[src/rtl/if_iq_pkg.sv]
// if_iq_pkg: shared entry type and sizing for the fetch/decode instruction queue
package if_iq_pkg;
    localparam int PC_BITS     = 32;
    localparam int INSTR_BITS  = 32;
    localparam int IQ_DEPTH    = 8;
    localparam int FETCH_WIDTH = 2;
    localparam int IQ_PTR_W    = $clog2(IQ_DEPTH);

    typedef struct packed {
        logic [PC_BITS-1:0]    pc;
        logic [INSTR_BITS-1:0] instr;
        logic                  pred_taken;
        logic [PC_BITS-1:0]    pred_target;
    } fetch_entry_t;
endpackage

[src/rtl/if_iq_storage.sv]
// if_iq_storage: circular entry array with two write ports and two async read ports
module if_iq_storage
    import if_iq_pkg::*;
#(
    parameter int DEPTH = IQ_DEPTH,
    parameter int PW    = IQ_PTR_W
) (
    input  logic                                  clk,
    input  logic         [FETCH_WIDTH-1:0]        we,
    input  logic         [FETCH_WIDTH-1:0][PW-1:0] waddr,
    input  fetch_entry_t [FETCH_WIDTH-1:0]        wdata,
    input  logic         [FETCH_WIDTH-1:0][PW-1:0] raddr,
    output fetch_entry_t [FETCH_WIDTH-1:0]        rdata
);
    fetch_entry_t mem_q [DEPTH];

    always_ff @(posedge clk) begin
        if (we[0]) mem_q[waddr[0]] <= wdata[0];
        if (we[1]) mem_q[waddr[1]] <= wdata[1];
    end

    assign rdata[0] = mem_q[raddr[0]];
    assign rdata[1] = mem_q[raddr[1]];
endmodule

[src/rtl/if_instr_queue.sv]
// if_instr_queue: two-wide fetch/decode decoupling queue with flush.
// Define IF_IQ_BYPASS_EN to forward inputs straight to decode when the queue is empty.
module if_instr_queue
    import if_iq_pkg::*;
#(
    parameter int DEPTH = IQ_DEPTH
) (
    input  logic                      clk,
    input  logic                      rst,
    input  logic                      flush,
    input  logic [1:0]                in_valid,
    output logic                      in_ready,
    input  logic [2*PC_BITS-1:0]      in_pc,
    input  logic [2*INSTR_BITS-1:0]   in_instr,
    input  logic [1:0]                in_pred_taken,
    input  logic [2*PC_BITS-1:0]      in_pred_target,
    output logic [1:0]                out_valid,
    input  logic [1:0]                out_ready,
    output logic [2*PC_BITS-1:0]      out_pc,
    output logic [2*INSTR_BITS-1:0]   out_instr,
    output logic [1:0]                out_pred_taken,
    output logic [2*PC_BITS-1:0]      out_pred_target,
    output logic [$clog2(DEPTH):0]    occupancy
);
    localparam int PW = $clog2(DEPTH);
    localparam int CW = PW + 1;

    fetch_entry_t [FETCH_WIDTH-1:0]        in_e, q_e, out_e, wdata;
    logic         [FETCH_WIDTH-1:0][PW-1:0] waddr, raddr;
    logic         [FETCH_WIDTH-1:0]        we;
    logic [PW-1:0] head_q, head_d, tail_q, tail_d;
    logic [CW-1:0] count_q, count_d;
    logic [1:0]    q_valid, n_in, n_out, n_pop, n_skip, n_wr;
    logic          byp;

    for (genvar l = 0; l < FETCH_WIDTH; l++) begin : g_lane
        assign in_e[l] = '{pc:          in_pc[l*PC_BITS +: PC_BITS],
                           instr:       in_instr[l*INSTR_BITS +: INSTR_BITS],
                           pred_taken:  in_pred_taken[l],
                           pred_target: in_pred_target[l*PC_BITS +: PC_BITS]};
        assign out_pc[l*PC_BITS +: PC_BITS]          = out_e[l].pc;
        assign out_instr[l*INSTR_BITS +: INSTR_BITS] = out_e[l].instr;
        assign out_pred_taken[l]                     = out_e[l].pred_taken;
        assign out_pred_target[l*PC_BITS +: PC_BITS] = out_e[l].pred_target;
    end

`ifdef IF_IQ_BYPASS_EN
    assign byp = !rst && !flush && count_q == '0;
`else
    assign byp = 1'b0;
`endif

    assign in_ready  = !rst && count_q <= CW'(DEPTH - 2);
    assign q_valid   = rst ? 2'b00 : {count_q >= CW'(2), count_q >= CW'(1)};
    assign out_valid = byp ? (in_valid == 2'b11 ? 2'b11 : in_valid == 2'b01 ? 2'b01 : 2'b00) : q_valid;
    assign out_e     = byp ? in_e : q_e;
    assign occupancy = count_q;

    assign n_in   = !in_ready ? 2'd0 : in_valid == 2'b01 ? 2'd1 : in_valid == 2'b11 ? 2'd2 : 2'd0;
    assign n_out  = {1'b0, out_valid[0] & out_ready[0]} + {1'b0, out_valid[1] & out_ready[1] & out_ready[0]};
    // In bypass, lanes decode took are skipped instead of popped from the (empty) queue
    assign n_pop  = byp ? 2'd0 : n_out;
    assign n_skip = byp ? n_out : 2'd0;
    assign n_wr   = n_in - n_skip;

    assign we       = flush ? 2'b00 : {n_wr == 2'd2, n_wr != 2'd0};
    assign waddr[0] = tail_q;
    assign waddr[1] = tail_q + PW'(1);
    assign wdata[0] = n_skip == 2'd1 ? in_e[1] : in_e[0];
    assign wdata[1] = in_e[1];
    assign raddr[0] = head_q;
    assign raddr[1] = head_q + PW'(1);

    assign head_d  = head_q + PW'(n_pop);
    assign tail_d  = tail_q + PW'(n_wr);
    assign count_d = count_q + CW'(n_wr) - CW'(n_pop);

    always_ff @(posedge clk) begin
        if (rst || flush) begin
            head_q  <= '0;
            tail_q  <= '0;
            count_q <= '0;
        end else begin
            head_q  <= head_d;
            tail_q  <= tail_d;
            count_q <= count_d;
        end
    end

    if_iq_storage #(.DEPTH(DEPTH), .PW(PW)) u_storage (
        .clk   (clk),
        .we    (we),
        .waddr (waddr),
        .wdata (wdata),
        .raddr (raddr),
        .rdata (q_e)
    );

    a_lane1_needs_lane0: assert property (@(posedge clk) disable iff (rst) in_valid != 2'b10);
endmodule

[config.mk]
export PLATFORM = sky130hd
export DESIGN_NAME = if_instr_queue
export DESIGN_NICKNAME = d
export VERILOG_FILES = /design/src/rtl/if_iq_pkg.sv /design/src/rtl/if_iq_storage.sv /design/src/rtl/if_instr_queue.sv
export SDC_FILE = /design/constraint.sdc
export NUM_CORES = 2
export LEC_CHECK = 0
export CORE_MARGIN = 2
export CORE_UTILIZATION = 45
export CTS_BUF_LIST = sky130_fd_sc_hd__clkbuf_8
export CTS_CLUSTER_DIAMETER = 40
export DETAILED_ROUTE_END_ITERATION = 16
export GPL_ROUTABILITY_DRIVEN = 0
export SETUP_SLACK_MARGIN = 0.1
export SLEW_MARGIN = 30
export SYNTH_ARGS = -nofsm -noshare
export SYNTH_HDL_FRONTEND = slang
export SYNTH_HIERARCHICAL = 1
export SYNTH_SLANG_ARGS = --single-unit
[constraint.sdc]
create_clock -name clk -period 12.1 [get_ports clk]
set_input_delay 1.815 -clock clk [delete_from_list [all_inputs] [get_ports clk]]
set_output_delay 1.815 -clock clk [all_outputs]
set_load 0.005 [all_outputs]
* After elaboration in Yosys (flattened, before gate mapping)
Memories as Yosys holds them, arrays and structs flattened. A register that Yosys moved wholly into a read port is not among the register bits.
Cells that the tools add are included.
** Cells by class
- Add/subtract/negate cells :: 7
- Order comparisons :: 3
- Eq/ne operators :: 3
- Mux-type cells :: 10
- Bitwise logic cells :: 3
- Reductions and logical operators :: 4
** Operators with widths (number)
- 2-bit 2-to-1 mux :: 5
- 3-bit by 1-bit adder with 3-bit output, second input constant :: 2
- 3-bit by 2-bit adder with 3-bit output :: 2
- 4-bit by 2-bit adder with 4-bit output :: 1
- 2-bit == test, second input constant :: 2
- 4-bit by 1-bit >= comparator with 1-bit output, second input constant :: 1
- 4-bit by 2-bit >= comparator with 1-bit output, second input constant :: 1
- 4-bit by 3-bit less-or-equal comparator with 1-bit output, second input constant :: 1
- 1-bit 2-to-1 mux :: 4
- 4-bit by 2-bit subtractor with 4-bit output :: 1
- 1-bit bitwise AND :: 3
- 3-bit 2-to-1 mux :: 1
- 1-bit by 1-bit adder with 2-bit output :: 1
- 2-bit by 1-bit == test with 1-bit output, second input constant :: 1
- 2-bit nonzero test :: 1
- 1-bit logical AND :: 1
- 1-bit logical NOT :: 1
- 1-bit logical OR :: 1
** Word-level totals
- Flip-flop bits (word level) :: 10
- Bits in writable memories :: 776
- Bits of input ports :: 201
- Output and inout bits :: 201
- Logic and storage cells :: 34
- Memories kept :: 1
** Memory list
- u_storage.mem_q :: words 8, bits a word 97, read ports 2, clocked after Yosys merged registers in 1, write ports 2, line if_iq_storage.sv:15 : fetch_entry_t mem_q [DEPTH];

* Longest topological paths before layout
- Depth in word-level cells :: 8
- Depth in mapped cells :: 11
- Gate-level depth less buffers :: 11

* Hierarchy
Netlist, hierarchy kept.
** By module, submodules not included
- if_iq_storage :: instances 1, cells each 2354, area each 44081.0 um^2, seq. area each 23302.3 um^2
- if_instr_queue :: instances 1, cells each 71, area each 701.9 um^2, seq. area each 200.2 um^2

* Least setup slack after synthesis
No wires, ideal clock.
- Path type :: input -> register
- Start point :: input rst
- End point :: memory u_storage/mem_q[0][0] (netlist bit), enable pin
- Arrival :: 9837 ps
- Required time :: 11405 ps
- Path slack :: 1567 ps
- Cell stages on the path :: 5
- Buffers on the path :: 1
- Cells stage by stage :: clkbuf_1 a311oi_2 and3b_2 nand2b_1 o31ai_1
** RTL lines
- start, declared :: line if_instr_queue.sv:9 : input logic rst,
- end, declared :: line if_iq_storage.sv:15

==> flow_summary.toml <==
[sta]
slew-limit-headroom_pct = 32.50
setup_viol_count_final = 0
layout_min_cycle_time_ns = 6.180
clock_skew_ns = 0.02630
final-hold-violation-count = 0
slew_violations = 0
finalSetupTns_ns = 0
rsz0062_at_grt = "false"
worst_pin_slew_ns = 1.013
finalCritPeriodShare_pct = 51.07
fmax_ghz = 0.1618

[logic_synthesis]
synth_common_cells = "951 x mux2_2, 776 x edfxtp_1, 388 x mux4_2"
synth-seq-cells = 786
synth.avg_cell_area_sq_um = 18.47
synth_cell_types = 40
synth_top_cell_by_area = "edfxtp_1"
ys_seq_area_share_pct = 52.48
netlist_instances = 2425
synth_area_leaders = "edfxtp_1 52%, mux2_2 24%, mux4_2 20%"
syn_nets = 2641
yosys_warnings = 6
async_flop_share_pct = 0
synth-edff-count = 776
syn_area_sq_um = 44780
ys.flop_type = "edfxtp_1"
synth_top_area_share_pct = 52.03
yosys.cell_count.top_type = "mux2_2"

[power_and_ir_drop]
p_switching_mw = 1.587
p_clk_share_pct = 41.7
intPower_mw = 5.085
power.leakage_nw = 17.18
seq_power_share_pct = 45.7
p_per_area_nw_per_um2 = 124.9
irDropWorstVdd_mv = 0.09084
combPwrFrac_pct = 12.6
swShare_pct = 23.78

[detailed_routing]
drc_errors = 0
met2_length_mm = 68.50
first_pass_iters = 5
wl_met1_mm = 50.94
wl_per_cell_um = 31.02
viasPerCell = 6.114
routed.top_layer = "met5"
drtIter0Drc = 1554
wirelength_mm = 132.3
wl_met3_mm = 8.879
ant_nets = 0
vias = 26070

[clock_network]
cts.clk_slew.worst_paths_ns = 0.06
cts.sinks = 786
postCtsSetupRepairBufs = 0
clockBufferDepth = 3
cts_root_buffer = "clkbuf_8"
cts_hold_buf = 0
cts-htree-levels = 4
cts_resized = 0
clock_latency_ns = 0.82
cts_buffers = 162
cts_tree = "done"

[critical_path]
r2r_setup_slack_ns = 7.80
crit_arrival_ns = 4.36
cp_max_fo = 90
slowest_stage = "buf_4"
reg2reg_to = "u_storage/mem_q[1][60]$_DFFE_PP_"
timing.reg2reg.worst_path_depth = 9
crit_chain = "buf_12, buf_4, mux4_2, mux2_2, clkdlybuf4s50_1"
cp-end-kind = "output port"
cp_slowest_stage_delay_ns = 0.81
crit_type = "register to output port"
worstPathRequired_ns = 10.28
startpoint_type = "register"
r2r-start = "occupancy[3]$_SDFF_PP0_"

[hold_path]
min_path_cells = 2
min_path_type = "register to register"
hold_end = "tail_q[2]$_SDFF_PP0_"
hp-start = "tail_q[2]$_SDFF_PP0_"

[global_routing]
overflow = 0
track_usage_pct = 25.96
grt_pass1_vias = 29260
antenna_found_initial = 26
grt_max_degree = 139
grt_pass1_wl_mm = 193.2

[cells_and_area]
final_nets = 3053
fin_area_sq_um = 53400
drive_above_1_share_pct = 55.60
final_util_pct = 54.18
fillerInstances = 7816
syn2layout_area_growth_pct = 19.24

[job]
max_cap_viol_count = 0

[floorplan]
initial_core_util_pct = 45.44
die_w_um = 319.5
fp.dieH_um = 319.5
die-area_sq_um = 102100
coreArea_sq_um = 98560
io_pins = 402
std_cell_rows = 115

[status]
status = "finished, final reports clean"

[place]
portBuffers = 401
place_area_sq_um = 50120
dp_hpwl_mm = 72.68
## worst max path at each step
stage	end	start	depth (start not counted)	slack [ns]
2_1_floorplan	u_storage/mem_q[0][0]$_DFFE_PP_	rst	5	1.57
3_3_place_gp	u_storage/mem_q[2][66]$_DFFE_PP_	rst	7	6.04
3_5_place_dp	u_storage/mem_q[1][60]$_DFFE_PP_	rst	7	6.05
4_1_cts	out_pred_target[3]	head_q[0]$_SDFF_PP0_	5	5.32
5_1_grt	out_pred_target[3]	head_q[0]$_SDFF_PP0_	5	5.57
6_report	out_pred_target[3]	head_q[0]$_SDFF_PP0_	5	5.92
## layout make-up
type / count / area, sq um / share of cell area [%]
Sequential cell: 786 / 23510 / 44.03
Multi-Input combinational cell: 1427 / 20510 / 38.40
Timing Repair Buffer: 447 / 4466 / 8.362
Clock buffer: 169 / 2326 / 4.356
Tap cell: 1287 / 1610 / 3.015
Clock inverter: 120 / 880.8 / 1.649
Inverter: 13 / 61.31 / 0.1148
Antenna cell: 15 / 37.54 / 0.07029
## critical path, delay by kind of cell (launching register included)
kind / cells / cell delay [ns]
buf+inv: 3 / 2.01
mux: 2 / 0.87
flops: 1 / 0.59
## sequential cells by signal, summed over array words and instances (netlist names)
name / cells
u_storage/mem_q: 776
occupancy: 4
head_q: 3
tail_q: 3
## logic make-up after synthesis
family / synth area share (%)
xor+xnor: 0.09781
mux: 44.09
buf+inv: 2.109
fa+ha+maj: 0.4861
simple gates: 0.5141
flops: 52.48
compound gates: 0.2263
## metal layers
metal / GRT usage [%] / vias to the layer above
met5: 0 / -
met4: 9.245 / 30
met3: 6.320 / 246
met2: 45.86 / 809
met1: 30.80 / 13870
li1: - / 11120
## cell usage in the layout (no fill, tap or decap), drive strengths merged, types with 4 or more instances in the layout
master	n
mux4	388
and2	6
edfxtp	776
ha	11
o21ai	4
fa	4
inv	60
dfxtp	10
clkinvlp	12
nor3	4
bufinv	13
diode	15
buf	46
clkdlybuf4s50	401
mux2	970
clkbuf	169
clkinv	48
## power by group through the flow
stage | Clock [mW] | Combinational [mW] | Sequential (mW)
after floorplan | 0 | 0.458 | 3.10
after global placement | 0 | 0.826 | 3.11
after detailed placement | 0 | 0.839 | 3.11
after CTS | 2.86 | 0.844 | 3.05
after global routing | 2.98 | 0.897 | 3.05
final | 2.78 | 0.839 | 3.05
## through the flow
step | power [mW] | std cells | hold WS [ns] | setup WS (ns)
floorplan | 3.563 | 2425 | 0.5484 | 1.567
global placement | 3.932 | 3959 | 0.6976 | 6.043
detailed placement | 3.948 | 3959 | 0.6775 | 6.050
CTS | 6.754 | 4248 | 0.6947 | 5.321
global route | 6.923 | 4259 | 0.7430 | 5.565
finish | 6.671 | 4264 | 0.6848 | 5.920
(Power assumes the default switching activity.)
